### src/rtl/io_terminal_pkg.sv
// Shared types and sizing helpers for the io_terminal serial I/O responder.
package io_terminal_pkg;

    typedef enum logic [2:0] {
        RxIdle,
        RxStart,
        RxData,
        RxStop,
        RxWaitHigh
    } rx_state_t;

    typedef enum logic [1:0] {
        TxIdle,
        TxStart,
        TxData,
        TxStop
    } tx_state_t;

    localparam int unsigned DEF_CLKS_PER_BIT = 16;
    localparam int unsigned DEF_DATA_W       = 8;

    // Counter width for a range of n values; never narrower than one bit.
    function automatic int unsigned width_for(input int unsigned n);
        return (n > 1) ? $clog2(n) : 1;
    endfunction

endpackage

### src/rtl/io_terminal_sync2.sv
// Two-flop synchroniser for an idle-high asynchronous input; resets to 1.
module io_terminal_sync2 (
    input  logic clk,
    input  logic reset,
    input  logic d,
    output logic q
);

    logic meta;

    always_ff @(posedge clk or negedge reset) begin
        if (!reset) begin
            meta <= 1'b1;
            q    <= 1'b1;
        end else begin
            meta <= d;
            q    <= meta;
        end
    end

endmodule

### src/rtl/io_terminal.sv
// Peripheral side of the INP/OUT instructions: serial receiver into INPR with FGI,
// serial transmitter from OUTR with FGO, and the registered interrupt request.
module io_terminal
    import io_terminal_pkg::*;
#(
    parameter int unsigned CLKS_PER_BIT = DEF_CLKS_PER_BIT,
    parameter int unsigned DATA_W       = DEF_DATA_W
) (
    input  logic              clk,
    input  logic              reset,
    input  logic              rxd,
    output logic              txd,
    output logic [DATA_W-1:0] inpr,
    output logic              fgi,
    input  logic              inp_ack,
    input  logic [DATA_W-1:0] outr_in,
    input  logic              out_ld,
    output logic              fgo,
    input  logic              ien,
    output logic              irq,
    output logic              rx_overrun,
    output logic              rx_frame_err
);

    localparam int unsigned CNT_W = width_for(CLKS_PER_BIT);
    localparam int unsigned IDX_W = width_for(DATA_W);
    localparam logic [CNT_W-1:0] CNT_FULL = CNT_W'(CLKS_PER_BIT - 1);
    localparam logic [CNT_W-1:0] CNT_HALF = CNT_W'(CLKS_PER_BIT / 2 - 1);
    localparam logic [IDX_W-1:0] IDX_LAST = IDX_W'(DATA_W - 1);

    logic              rx_s, rx_prev_q;
    rx_state_t         rx_state_q, rx_state_d;
    logic [CNT_W-1:0]  rx_cnt_q, rx_cnt_d;
    logic [IDX_W-1:0]  rx_idx_q, rx_idx_d;
    logic [DATA_W-1:0] rx_shift_q, rx_shift_d;
    logic [DATA_W-1:0] inpr_q, inpr_d;
    logic              fgi_q, fgi_d, ovr_q, ovr_d, ferr_q, ferr_d;

    tx_state_t         tx_state_q, tx_state_d;
    logic [CNT_W-1:0]  tx_cnt_q, tx_cnt_d;
    logic [IDX_W-1:0]  tx_idx_q, tx_idx_d;
    logic [DATA_W-1:0] outr_q, outr_d;
    logic              txd_q, txd_d, fgo_q, fgo_d, irq_q;

    io_terminal_sync2 u_rx_sync (
        .clk   (clk),
        .reset (reset),
        .d     (rxd),
        .q     (rx_s)
    );

    always_ff @(posedge clk or negedge reset) begin
        if (!reset) begin
            rx_prev_q  <= 1'b1;
            rx_state_q <= RxIdle;
            rx_cnt_q   <= '0;
            rx_idx_q   <= '0;
            rx_shift_q <= '0;
            inpr_q     <= '0;
            fgi_q      <= 1'b0;
            ovr_q      <= 1'b0;
            ferr_q     <= 1'b0;
        end else begin
            rx_prev_q  <= rx_s;
            rx_state_q <= rx_state_d;
            rx_cnt_q   <= rx_cnt_d;
            rx_idx_q   <= rx_idx_d;
            rx_shift_q <= rx_shift_d;
            inpr_q     <= inpr_d;
            fgi_q      <= fgi_d;
            ovr_q      <= ovr_d;
            ferr_q     <= ferr_d;
        end
    end

    always_comb begin
        rx_state_d = rx_state_q;
        rx_cnt_d   = rx_cnt_q;
        rx_idx_d   = rx_idx_q;
        rx_shift_d = rx_shift_q;
        inpr_d     = inpr_q;
        fgi_d      = fgi_q;
        ovr_d      = ovr_q;
        ferr_d     = ferr_q;
        // The CPU acknowledge is applied before any stop-bit decision below.
        if (inp_ack) begin
            fgi_d  = 1'b0;
            ovr_d  = 1'b0;
            ferr_d = 1'b0;
        end
        unique case (rx_state_q)
            RxIdle: begin
                if (rx_prev_q && !rx_s) begin
                    rx_state_d = RxStart;
                    rx_cnt_d   = '0;
                end
            end
            RxStart: begin
                if (rx_cnt_q == CNT_HALF) begin
                    rx_cnt_d   = '0;
                    rx_idx_d   = '0;
                    rx_state_d = rx_s ? RxIdle : RxData;
                end else begin
                    rx_cnt_d = rx_cnt_q + CNT_W'(1);
                end
            end
            RxData: begin
                if (rx_cnt_q == CNT_FULL) begin
                    rx_cnt_d   = '0;
                    rx_shift_d = {rx_s, rx_shift_q[DATA_W-1:1]};
                    if (rx_idx_q == IDX_LAST) begin
                        rx_state_d = RxStop;
                    end else begin
                        rx_idx_d = rx_idx_q + IDX_W'(1);
                    end
                end else begin
                    rx_cnt_d = rx_cnt_q + CNT_W'(1);
                end
            end
            RxStop: begin
                if (rx_cnt_q == CNT_FULL) begin
                    rx_cnt_d = '0;
                    if (rx_s) begin
                        if (!fgi_d) begin
                            inpr_d = rx_shift_q;
                            fgi_d  = 1'b1;
                        end else begin
                            ovr_d = 1'b1;
                        end
                        rx_state_d = RxIdle;
                    end else begin
                        ferr_d     = 1'b1;
                        rx_state_d = RxWaitHigh;
                    end
                end else begin
                    rx_cnt_d = rx_cnt_q + CNT_W'(1);
                end
            end
            RxWaitHigh: begin
                if (rx_s) rx_state_d = RxIdle;
            end
            default: rx_state_d = RxIdle;
        endcase
    end

    always_ff @(posedge clk or negedge reset) begin
        if (!reset) begin
            tx_state_q <= TxIdle;
            tx_cnt_q   <= '0;
            tx_idx_q   <= '0;
            outr_q     <= '0;
            txd_q      <= 1'b1;
            fgo_q      <= 1'b1;
            irq_q      <= 1'b0;
        end else begin
            tx_state_q <= tx_state_d;
            tx_cnt_q   <= tx_cnt_d;
            tx_idx_q   <= tx_idx_d;
            outr_q     <= outr_d;
            txd_q      <= txd_d;
            fgo_q      <= fgo_d;
            irq_q      <= ien & (fgi_q | fgo_q);
        end
    end

    always_comb begin
        tx_state_d = tx_state_q;
        tx_cnt_d   = tx_cnt_q;
        tx_idx_d   = tx_idx_q;
        outr_d     = outr_q;
        txd_d      = txd_q;
        fgo_d      = fgo_q;
        unique case (tx_state_q)
            TxIdle: begin
                txd_d = 1'b1;
                if (out_ld && fgo_q) begin
                    outr_d     = outr_in;
                    fgo_d      = 1'b0;
                    tx_cnt_d   = '0;
                    txd_d      = 1'b0;
                    tx_state_d = TxStart;
                end
            end
            TxStart: begin
                if (tx_cnt_q == CNT_FULL) begin
                    tx_cnt_d   = '0;
                    tx_idx_d   = '0;
                    txd_d      = outr_q[0];
                    tx_state_d = TxData;
                end else begin
                    tx_cnt_d = tx_cnt_q + CNT_W'(1);
                end
            end
            TxData: begin
                if (tx_cnt_q == CNT_FULL) begin
                    tx_cnt_d = '0;
                    if (tx_idx_q == IDX_LAST) begin
                        txd_d      = 1'b1;
                        tx_state_d = TxStop;
                    end else begin
                        tx_idx_d = tx_idx_q + IDX_W'(1);
                        txd_d    = outr_q[tx_idx_q + IDX_W'(1)];
                    end
                end else begin
                    tx_cnt_d = tx_cnt_q + CNT_W'(1);
                end
            end
            TxStop: begin
                if (tx_cnt_q == CNT_FULL) begin
                    tx_cnt_d   = '0;
                    fgo_d      = 1'b1;
                    tx_state_d = TxIdle;
                end else begin
                    tx_cnt_d = tx_cnt_q + CNT_W'(1);
                end
            end
            default: tx_state_d = TxIdle;
        endcase
    end

    assign txd          = txd_q;
    assign inpr         = inpr_q;
    assign fgi          = fgi_q;
    assign fgo          = fgo_q;
    assign irq          = irq_q;
    assign rx_overrun   = ovr_q;
    assign rx_frame_err = ferr_q;

endmodule

### config.mk
export PLATFORM = sky130hd
export DESIGN_NAME = io_terminal
export DESIGN_NICKNAME = d
export VERILOG_FILES = /design/src/rtl/io_terminal_pkg.sv /design/src/rtl/io_terminal_sync2.sv /design/src/rtl/io_terminal.sv
export SDC_FILE = /design/constraint.sdc
export NUM_CORES = 1
export LEC_CHECK = 0
export BUFFER_PORTS_ARGS = -buffer_cell sky130_fd_sc_hd__buf_2
export CAP_MARGIN = 20
export CORE_UTILIZATION = 60
export CTS_BUF_LIST = sky130_fd_sc_hd__clkbuf_4 sky130_fd_sc_hd__clkbuf_8 sky130_fd_sc_hd__clkbuf_16
export DETAILED_ROUTE_END_ITERATION = 12
export PLACE_DENSITY = 0.81
export SLEW_MARGIN = 20
export SYNTH_ARGS = -nofsm -noshare
export SYNTH_HDL_FRONTEND = slang
export SYNTH_SLANG_ARGS = --single-unit
### constraint.sdc
create_clock -name clk -period 2.68 [get_ports clk]
set_input_delay 0.402 -clock clk [delete_from_list [all_inputs] [get_ports clk]]
set_output_delay 0.402 -clock clk [all_outputs]
set_load 0.02 [all_outputs]
==> Word level (Yosys, flattened, before mapping) <==
Cells that the tools add are included.
{ "word_totals": {"register_bits": 52, "latch_bits": 0, "ramBits": 0, "rom_bits": 0, "input_bits": 14, "out_inout_bits": 14, "wordCells": 126, "memories": 0} }
{ "classes": {"addsub": 4, "multipliers": 0, "div": 0, "order_cmp": 1, "eq_ne": 25, "n_shift": 0, "n_mux": 53, "n_bitwise": 3, "n_reduce_logical": 22} }
{ "op_table": {"columns": ["operator", "n"], "rows": [
  ["two-way mux 3 bit", 13],
  ["!= test 2 bit (second input constant)", 12],
  ["two-way mux 1 bit", 20],
  ["two-way mux 4 bit", 5],
  ["case mux 3 bit (5 select lines)", 1],
  ["two-way mux 2 bit", 6],
  ["case mux 3 bit (2 select lines)", 2],
  ["case mux 4 bit (3 select lines)", 1],
  ["AND reduction 4 bit", 3],
  ["== test 3 bit (second input constant)", 3],
  ["adder 4 x 1 -> 4 bit (second input constant)", 2],
  ["== test 4 bit (second input constant)", 2],
  ["case mux 2 bit (4 select lines)", 1],
  ["case mux 4 bit (2 select lines)", 1],
  ["adder 3 x 1 -> 3 bit (second input constant)", 2],
  ["== test 3 x 2 -> 1 bit (second input constant)", 2],
  ["AND reduction 2 bit", 3],
  ["AND reduction 3 bit", 2],
  ["AND reduction 6 bit", 1],
  ["nonzero test 2 bit", 3],
  ["nonzero test 3 bit", 2],
  ["AND reduction 5 bit", 1],
  ["== test 2 bit (second input constant)", 2],
  ["== test 4 x 3 -> 1 bit (second input constant)", 1],
  ["other kinds (16)", 17]
]} }

==> Logic depth before layout (Yosys ltp) <==
{ "depth": {"word_depth": 6, "mapped_depth": 6, "depth_no_buf": 6} }

==> By module <==
From an unflattened synthesis, not the netlist that was laid out.
{ "unflattened": {"cells_unflattened": 200, "hier_area_um2": 2502.4} }
{ "modules_own_cells": {"columns": ["mod", "instances", "cells_each", "area_per_inst_um2", "seq_area_each_um2"], "rows": [
  ["io_terminal", 1, 198, 2449.8, 1255.0],
  ["io_terminal_sync2", 1, 2, 52.6, 52.6]
]} }

==> Least setup slack after synthesis <==
Ideal clock, no wire load.
{ "synth_path": {"path_kind": "register -> register", "from": "register tx_idx_q[0]", "to": "register txd_q, in the netlist txd", "setup_time_ns": 0.090, "t_arrival_ns": 1.625, "required_time_ns": 2.590, "path_slack_ns": 0.965, "stages_incl_launch_ff": 7, "n_path_buf": 0, "synth_period_minus_slack_ns": 1.715, "path_cell_list": "dfrtp_1 -> ha_1 -> ha_1 -> mux4_2 -> nand2_1 -> nor4b_1 -> o22ai_1"} }
{ "synth_via": {"elab_chain_cells": 6, "elab_cells_between_ends": 7, "classes_between": "add/sub (1); eq/ne (1); mux (5)"} }
{ "synth_lines": {"columns": ["item", "line_no", "rtl"], "rows": [
  ["start: declaration", "io_terminal.sv:41", "logic [IDX_W-1:0] tx_idx_q, tx_idx_d;"],
  ["start signal: assignment", "io_terminal.sv:158", "tx_idx_q <= tx_idx_d;"],
  ["adder 3 x 1 -> 3 bit", "io_terminal.sv:202", "txd_d = outr_q[tx_idx_q + IDX_W'(1)];"],
  ["binary-select mux 1 bit (select 3 bit)", "io_terminal.sv:202", null],
  ["two-way mux 1 bit (implied by the code)", "io_terminal.sv:202", null],
  ["two-way mux 1 bit (*)", "io_terminal.sv:197", "if (tx_idx_q == IDX_LAST) begin"],
  ["two-way mux 1 bit (*)", "io_terminal.sv:195", "if (tx_cnt_q == CNT_FULL) begin"],
  ["case mux 1 bit (3 select lines) (*)", "io_terminal.sv:173", "unique case (tx_state_q)"],
  ["end signal: assignment", "io_terminal.sv:160", "txd_q <= txd_d;"],
  ["end: declaration", "io_terminal.sv:43", "logic txd_q, txd_d, fgo_q, fgo_d, irq_q;"]
]} }
Every way passes the cells marked *; elsewhere a longest branch is shown, timed or not. The select of a mux whose other input is x is not followed.
A chain may end at the register's enable or synchronous reset.

==> Worst setup path in the final report <==
Same ends and word-level chain as after synthesis.

==> results.md <==
* Resize count post-CTS at 0
* Ys async rst share at 1.00
* CTS Buf Count at 5
* Yosys cell types at 45
* Setup Skew at 9.57 ps
* RSZ-0062 raised after global routing: false
* I/O pin cnt at 28
* Worst EP required at 2910 ps
* Fin. Hold Viols at 0
* DR iter-0 viols at 111
* Core Rows at 23
* Most frequent cells in the layout: dfrtp_1 (47), mux2_2 (27), buf_2 (27)
* GRT overflow at 0
* P&R area growth vs syn at 10.5%
* Vias/cell at 5.75
* CP Class: reg -> reg
* First-pass GRT wire length at 7.33 mm
* Post-CTS Hold Fix Bufs at 0
* Setup violations, final at 0
* Syn Nets at 228
* Fin crit share at 0.714
* Commonest non-fill, non-tap cell in the layout: dfrtp_1
* Initial core utilization at 0.624
* Clk slew on worst S/H paths at 100 ps
* Vias in the first global route at 1564
* Chip width at 66.5 microns
* Wire length per cell at 15.5 microns
* CTS tree: yes
* Max FO, Critical Path at 6
* Nets at 258
* Worst setup SP type: flip-flop
* Die area at 4420 sq um
* Total GRT Usage at 0.228
* Outcome: finished, final reports clean
* GP Congestion at 0.879
* Fill count at 306
* Skew-Pair Late Insertion Delay at 310 ps
* Clk buf depth at 2
* Final worst slack at 765 ps
* Worst slew pin tran at 603 ps
* Final min period at 1910 ps
* Via Count at 1626
* Post-Synthesis Cells at 202
* Layout cell share with drive strength beyond 1 at 0.330
* Setup TNS at 0 ps
* Synthesized area per cell at 12.4 sq um
* DRT Pass-1 Iters at 4
* Core ar. at 4000 sq um
* Post-Synthesis Cell Area at 2490 sq um
* H-tree depth at 2
* Placed Instances at 275
* Post-synth top flop: dfrtp_1
* Worst vdd rail ir drop at 0.427 mV
* CTS Root Cell: clkbuf_8
* Worst Setup End Kind: flip-flop
* #FFs+latches synth at 52
* FMAX at 522 MHz
* Pre-CTS setup slack at 793 ps
* Fin area at 2760 sq um
* Max transition margin at 0.595
* Non-Filler Instances at 283
* Final Max Tran Viols at 0
* Largest net degree at the start of global routing at 20
* Die height at 66.5 microns
* Setup Fix Bufs, Post-CTS at 0
* Sequential share of the synthesized area at 0.524
* DP Area at 2670 sq um
* Leakage at 1.37 nW
* EDFF count, synth at 0
* DRC at 0
* Worst EP arrival at 2140 ps
* Synth Warn # at 0
* Initial antenna violation count at 0
* IO Port Bufs at 27
* Worst min path class: in -> async
* Final HPWL DP at 3.15 mm
* Pwr dens at 605 nW/um^2
* Post-DRT Antenna Nets at 0
* # diodes at 0
* Sink Count at 52
* Final WL at 4.38 mm
* MaxCap Viol Count at 0
## cells in the mapped netlist (all sizes together), types with 2 or more instances
library cell | n | area (sq um)
o31ai | 2 | 15.0
o21ai | 11 | 55.1
a21oi | 8 | 40.0
nor4b | 2 | 32.5
o22ai | 2 | 12.5
mux2i | 4 | 40.0
nand2 | 15 | 63.8
nor3b | 2 | 15.0
o21a | 2 | 15.0
nor3 | 2 | 10.0
nor2b | 2 | 12.5
inv | 6 | 22.5
mux2 | 27 | 304
nor2 | 11 | 41.3
ha | 12 | 150
nand3 | 6 | 42.5
dfrtp | 47 | 1180
dfstp | 5 | 131
buf | 6 | 41.3
nand2b | 2 | 12.5
a22o | 9 | 78.8
## critical path: stages, from the launching register on
cell	delay [ps]
dfrtp_1	480
ha_1	240
ha_1	380
mux4_2	320
nand2_1	70
nor4b_1	220
o22ai_1	110
## registers in the layout (all words and copies together), names as in the netlist
signal	flops
fgi	1
fgo	1
inpr	8
irq	1
outr_q	8
rx_cnt_q	4
rx_frame_err	1
rx_idx_q	3
rx_overrun	1
rx_prev_q	1
rx_shift_q	8
rx_state_q	3
tx_cnt_q	4
tx_idx_q	3
tx_state_q	2
txd	1
u_rx_sync.meta	1
u_rx_sync.q	1
## cell type report
class / count / area, sq um / area share
Clock buffer: 5 / 68.8 / 0.0250
Clock inverter: 3 / 21.3 / 0.00772
Inverter: 6 / 22.5 / 0.00817
Multi-Input combinational cell: 138 / 1120 / 0.408
Sequential cell: 52 / 1310 / 0.474
Tap cell: 50 / 62.6 / 0.0227
Timing Repair Buffer: 29 / 150 / 0.0545
## metrics by stage
stage / utilization / power, mW / hold WS [ps]
floorplan: - / 1.17 / 106
finish: 0.689 / 1.67 / 8.11
global route: 0.689 / 1.75 / 27.4
detailed placement: 0.667 / 1.23 / 350
global placement: 0.667 / 1.21 / 347
CTS: 0.689 / 1.69 / 18.6
## where the power goes
part / total [mW] / switching (mW) / leakage, nW / internal, mW
clock network: 0.453 / 0.267 / 0.0445 / 0.186
logic: 0.269 / 0.136 / 0.644 / 0.133
registers: 0.945 / 0.105 / 0.678 / 0.841
## kinds of logic (layout without fill, tap and decap cells)
kind of cell,Yosys count,after routing,share of synthesized area
adder cells (fa/ha/maj),12,12,0.0602
multiplexers,32,32,0.147
AO/OA/AOI/OAI,44,44,0.121
buffers and inverters,12,43,0.0256
flip-flops,52,52,0.524
XOR/XNOR,1,1,0.00351
AND/OR/NAND/NOR,49,49,0.119
## final timing paths
path,endpoint,start,cells past startpoint,slack (ps)
worst max-delay path,txd,tx_idx_q[0],6,770
worst min-delay path,tx_idx_q[2],reset,1,8
worst max register to register,txd,tx_idx_q[0],6,770
worst min register to register,u_rx_sync.q,u_rx_sync.meta,0,360
max in group asynchronous,txd,reset,2,2010
min in group clk,u_rx_sync.meta,rxd,1,180
## routing by layer
layer,part of all wire,GRT usage,vias up
li1,-,-,791
met1,0.46,0.295,803
met2,0.50,0.370,26
met3,0.028,0.0565,6
met4,0.012,0.0798,0
met5,0,0,-
Note: power is estimated with default switching activity, not from simulation.
